### src/rtl/aukv_rf_pkg.sv
// rtl/aukv_rf_pkg.sv - shared constants and helpers for the AUK-V GPR file
package aukv_rf_pkg;

  // Default geometry: RV32 integer register file.
  localparam int RF_DEF_XLEN  = 32;
  localparam int RF_DEF_NREGS = 32;

  // Architectural zero register; never written, never pending.
  localparam int RF_ZERO_REG  = 0;

  // Address width for a register count; a file always needs at least one address bit.
  function automatic int rf_aw(input int nregs);
    return (nregs < 2) ? 1 : $clog2(nregs);
  endfunction

  localparam int RF_DEF_AW = rf_aw(RF_DEF_NREGS);

endpackage

### src/rtl/aukv_rf_scoreboard.sv
// rtl/aukv_rf_scoreboard.sv - per-register pending bits with alloc/writeback priority
module aukv_rf_scoreboard
  import aukv_rf_pkg::*;
#(
  parameter int NREGS = RF_DEF_NREGS,
  parameter int NRD   = 2,
  parameter int NWR   = 1,
  parameter int AW    = rf_aw(NREGS)
) (
  input  logic              i_clk,
  input  logic              i_rst,
  input  logic [NWR-1:0]    i_we,
  input  logic [NWR*AW-1:0] i_rd_addr,
  input  logic              i_alloc,
  input  logic [AW-1:0]     i_alloc_addr,
  input  logic [NRD*AW-1:0] i_rs_addr,
  output logic [NRD-1:0]    o_ready,
  output logic [NREGS-1:0]  o_pending
);

  logic [NREGS-1:0] r_pending;
  logic [NREGS-1:0] w_pending_nxt;

  // Writebacks clear first, then allocation sets, so a newer producer keeps ownership.
  always_comb begin
    w_pending_nxt = r_pending;
    for (int j = 0; j < NWR; j++) begin
      if (i_we[j]) w_pending_nxt[i_rd_addr[j*AW +: AW]] = 1'b0;
    end
    if (i_alloc && (i_alloc_addr != AW'(RF_ZERO_REG))) w_pending_nxt[i_alloc_addr] = 1'b1;
  end

  // Pending state register.
  always_ff @(posedge i_clk or posedge i_rst) begin
    if (i_rst) r_pending <= '0;
    else       r_pending <= w_pending_nxt;
  end

  // Ready lookup per read port; the zero register is never pending so it reads ready.
  always_comb begin
    o_ready = '1;
    for (int k = 0; k < NRD; k++) begin
      o_ready[k] = ~r_pending[i_rs_addr[k*AW +: AW]];
    end
  end

  assign o_pending = r_pending;

endmodule

### src/rtl/aukv_gpr_regfile_mp.sv
// rtl/aukv_gpr_regfile_mp.sv - multi-port GPR file with scoreboard; optional AUKV_RF_BYPASS_EN forwarding
module aukv_gpr_regfile_mp
  import aukv_rf_pkg::*;
#(
  parameter int XLEN  = RF_DEF_XLEN,
  parameter int NREGS = RF_DEF_NREGS,
  parameter int NRD   = 2,
  parameter int NWR   = 1,
  parameter int AW    = rf_aw(NREGS)
) (
  input  logic                i_clk,
  input  logic                i_rst,
  input  logic [NRD*AW-1:0]   i_rs_addr,
  output logic [NRD*XLEN-1:0] o_rs_data,
  output logic [NRD-1:0]      o_rs_ready,
  input  logic [NWR-1:0]      i_we,
  input  logic [NWR*AW-1:0]   i_rd_addr,
  input  logic [NWR*XLEN-1:0] i_wdata,
  input  logic                i_alloc,
  input  logic [AW-1:0]       i_alloc_addr,
  output logic [NREGS-1:0]    o_pending
);

  logic [XLEN-1:0] r_regs [NREGS];
  logic [NRD-1:0]  w_sb_ready;
  logic [AW-1:0]   w_rs_a [NRD];

  aukv_rf_scoreboard #(
    .NREGS (NREGS),
    .NRD   (NRD),
    .NWR   (NWR),
    .AW    (AW)
  ) u_scoreboard (
    .i_clk        (i_clk),
    .i_rst        (i_rst),
    .i_we         (i_we),
    .i_rd_addr    (i_rd_addr),
    .i_alloc      (i_alloc),
    .i_alloc_addr (i_alloc_addr),
    .i_rs_addr    (i_rs_addr),
    .o_ready      (w_sb_ready),
    .o_pending    (o_pending)
  );

  // Data array: later write ports overwrite earlier ones, writes to x0 are dropped.
  always_ff @(posedge i_clk or posedge i_rst) begin
    if (i_rst) begin
      for (int a = 0; a < NREGS; a++) r_regs[a] <= '0;
    end else begin
      for (int j = 0; j < NWR; j++) begin
        if (i_we[j] && (i_rd_addr[j*AW +: AW] != AW'(RF_ZERO_REG)))
          r_regs[i_rd_addr[j*AW +: AW]] <= i_wdata[j*XLEN +: XLEN];
      end
    end
  end

  // Unpack read addresses for readability of the read muxes.
  always_comb begin
    for (int k = 0; k < NRD; k++) w_rs_a[k] = i_rs_addr[k*AW +: AW];
  end

  // Read muxes; x0 returns zero regardless of array contents.
  always_comb begin
    o_rs_data  = '0;
    o_rs_ready = w_sb_ready;
    for (int k = 0; k < NRD; k++) begin
      if (w_rs_a[k] != AW'(RF_ZERO_REG)) o_rs_data[k*XLEN +: XLEN] = r_regs[w_rs_a[k]];
`ifdef AUKV_RF_BYPASS_EN
      // Forward same-cycle writeback; a same-cycle alloc keeps the registered ready.
      for (int j = 0; j < NWR; j++) begin
        if (i_we[j] && (i_rd_addr[j*AW +: AW] == w_rs_a[k]) &&
            (w_rs_a[k] != AW'(RF_ZERO_REG))) begin
          o_rs_data[k*XLEN +: XLEN] = i_wdata[j*XLEN +: XLEN];
          if (!(i_alloc && (i_alloc_addr == w_rs_a[k]))) o_rs_ready[k] = 1'b1;
        end
      end
`endif
    end
  end

endmodule

### config.mk
export PLATFORM = sky130hd
export DESIGN_NAME = aukv_gpr_regfile_mp
export DESIGN_NICKNAME = d
export VERILOG_FILES = /design/src/rtl/aukv_rf_pkg.sv /design/src/rtl/aukv_rf_scoreboard.sv /design/src/rtl/aukv_gpr_regfile_mp.sv
export SDC_FILE = /design/constraint.sdc
export NUM_CORES = 2
export LEC_CHECK = 0
export ABC_AREA = 1
export CAP_MARGIN = 20
export CORE_MARGIN = 3
export CORE_UTILIZATION = 38
export CTS_BUF_LIST = sky130_fd_sc_hd__clkbuf_16
export DETAILED_ROUTE_END_ITERATION = 8
export SLEW_MARGIN = 20
export SYNTH_ARGS = -nofsm -noshare
export SYNTH_HDL_FRONTEND = slang
export SYNTH_SLANG_ARGS = --single-unit
### constraint.sdc
create_clock -name i_clk -period 39.6 [get_ports i_clk]
set_input_delay 9.9 -clock i_clk [delete_from_list [all_inputs] [get_ports i_clk]]
set_output_delay 9.9 -clock i_clk [all_outputs]
set_load 0.005 [all_outputs]
==> impl_metrics.toml <==
[final_layout]
final_layout_size_suffix_gt1_share_pct = 3.86
area_delta_synth_final_pct = 8.72
nNetsFinal = 8219
post-route-util_pct = 41.8
final.fill_count = 15900
multi_input_area_mm2 = 0.0283
regArea_mm2 = 0.0264
layout.cells.non_filler = 10300

[cts]
cts_max_level = 3
root_buffer = "clkbuf_16"
tritoncts = "done"
insertion_delay_ps = 740
cts_resized = 0
cts.sinks = 1056
cts_post_setup_buffers_inserted = 0
clk_path_buf_depth = 3
cts_inserted_buffers = 115
hold_buffers = 0
clkSlewWorstSetupHoldPaths_ps = 60

[hold_path]
hold_path.class = "flop to flop"

[grt]
first_global_vias = 55300
antenna_found_initial = 7
grt_max_degree = 173
grt_pass1_wl_um = 358000
grt-ovfl-total = 0
grt_usage_pct = 29.5

[place]
port_buffers = 153
place_inst = 10100
place_congestion = 0.857
dp_hpwl_um = 125000

[timing]
setup_viol = 0
hold_viol = 0
worst_pin_slew_ps = 1180
min_period_ps = 24840
tns_ps = 0
rsz0062_at_grt = "false"
post-route-period-util_pct = 62.7
fin_skew_ps = 0
fmax_ghz = 0.0402
finalMaxSlewViolations = 0
holdWs_ps = 401
max_slew_margin_pct = 21.1

[floorplan]
core_area_mm2 = 0.153
die_h_um = 399
rows = 143
die_x_um = 399
dieArea_mm2 = 0.159
start_util_pct = 38.5
io_pins = 154

[power_and_ir_drop]
p_per_area_mw_per_mm2 = 49.3
ir_worst_vdd_v = 0.0000349
leakage_nw = 29.6
p_total_mw = 3.14

[route]
vias = 59400
post-route-drc-count = 0
wire_per_inst_um = 23.4
routed_wirelength_um = 240000
drtIter0Drc = 8200
ant_nets = 0
drtPass1Iterations = 6
avgViaCountPerCell = 5.77

[critical_path]
crit_chain = "buf_8, buf_4, buf_4, buf_4, nand2_1, nand3_1, nand3_1, nand2_1, nand2_1, nand3_1, nand2_1, nor2_1, clkdlybuf4s50_1"
worst-path-buf-inv = 5
crit_start = "i_rs_addr[5]"
crit_end = "o_rs_data[32]"
cp_top_family = "buffers and inverters"
worst_ep_arrival_time_ps = 14940
critical_path_depth = 13
criticalPathCategory = "input port to output port"
worstRegToRegCells = 2
cpPeakStageDelay_ps = 930
end_kind = "output port"
worst_path_max_delay_cell = "buf_4"
crit_path_start_kind = "input port"
required_ps = 29700
ff2ff_setup_slack_ps = 38770
path_max_fanout = 121
r2r_start = "u_scoreboard.o_pending[5]"
crit_top_cell = "nand2_1"
reg2reg_to = "u_scoreboard.o_pending[5]"

[synthesis]
yosysSeqAreaShare_pct = 45.0
yosys.area.top_type = "dfrtp_1"
syn_inst = 8562
synth_area_leaders = "dfrtp_1, nand2_1, nand3_1, o21ai_0, a21oi_1"
synth_area_mm2 = 0.0587
synth_top_area_share_pct = 45.0
syn_nets = 8618
yosys_warnings = 0
ys_seq_elements = 1056
syn_avg_cell_area_um2 = 6.86
ys_types = 23

[job]
cap_violations = 0

[outcome]
status = "complete, no violations"
## cells in the mapped netlist
| cell type | n |
|---|---|
| o21a_1 | 1 |
| clkinv_1 | 2 |
| dfrtp_1 | 1056 |
| nor2_4 | 5 |
| buf_1 | 49 |
| a21oi_1 | 424 |
| inv_2 | 31 |
| nor2_2 | 3 |
| nor3_1 | 10 |
| nor2_8 | 1 |
| o21ai_0 | 893 |
| nand2_2 | 1 |
| o21ai_1 | 33 |
| buf_4 | 22 |
| nand2_1 | 3309 |
| clkbuf_1 | 392 |
| nand3_1 | 1419 |
| o22ai_1 | 17 |
| buf_2 | 303 |
| nor2_1 | 433 |
| inv_1 | 153 |
| nand3_4 | 1 |
| buf_6 | 4 |
## layout make-up
cell class | instances | share of cell area [%]
clock inverter | 93 | 0.827
antenna | 3 | 0.0118
multi-input combinational | 6550 | 44.3
timing repair buffer | 254 | 3.72
tap | 2030 | 3.98
inverter | 186 | 1.18
clock buffer | 117 | 4.59
sequential | 1056 | 41.4
## flip-flops by register name, indices dropped and copies added (netlist names)
name / cells
r_regs: 1024
u_scoreboard.o_pending: 32
## logic make-up after synthesis
kind of cell / count (synthesis) / synth area share [%]
AND/OR/NAND/NOR: 5182 / 36.3
AO/OA/AOI/OAI: 1368 / 11.7
flip-flops: 1056 / 45.0
buffers and inverters: 956 / 6.95
## cell usage in the layout (no fill, tap or decap), types with 2 or more instances in the layout
cell type        instances
nand2_1               3309
nand3_1               1416
dfrtp_1               1056
o21ai_0                893
nor2_1                 430
a21oi_1                424
inv_1                  178
clkdlybuf4s50_1        143
clkbuf_16              117
buf_4                   97
o21ai_1                 33
inv_2                   31
clkinv_1                27
clkinv_2                25
o22ai_1                 17
nor3_1                  10
nor2_4                  10
buf_12                   6
inv_6                    5
bufinv_16                5
nand3_4                  4
inv_8                    4
buf_8                    4
diode_2                  3
clkinvlp_4               2
buf_6                    2
buf_2                    2
## per-stage QoR
step,area (µm²),worst slack [ps]
2_1_floorplan,58700,15140
3_3_place_gp,60300,14930
3_5_place_dp,60300,14890
4_1_cts,63800,14900
5_1_grt,63800,14570
6_report,63800,14760
## metal layers
| layer | wire length [µm] | track usage [%] | part of all wire, % | vias up |
|---|---|---|---|---|
| met5 | 34 | 0 | 0.014 | - |
| met4 | 10200 | 11.1 | 4.2 | 6 |
| met3 | 26400 | 6.30 | 11 | 599 |
| met2 | 104000 | 45.4 | 43 | 3491 |
| met1 | 99900 | 40.9 | 42 | 28300 |
| li1 | - | - | - | 27000 |
## where the power goes
group / switching, mW / total (mW) / internal, mW
combinational: 0.410 / 0.655 / 0.245
sequential: 0.167 / 1.46 / 1.29
clock: 0.467 / 1.03 / 0.562
total: 1.04 / 3.14 / 2.10
## worst min path at each step
stage                         to  cells after the start    startpoint
floorplan           r_regs[1000]                      1  r_regs[1000]
global placement    r_regs[1007]                      0  r_regs[1007]
detailed placement  r_regs[1008]                      0  r_regs[1008]
CTS                  r_regs[993]                      0   r_regs[993]
global route        r_regs[1022]                      0  r_regs[1022]
finish              r_regs[1008]                      0  r_regs[1008]
Power figures use the tool's default switching activity.
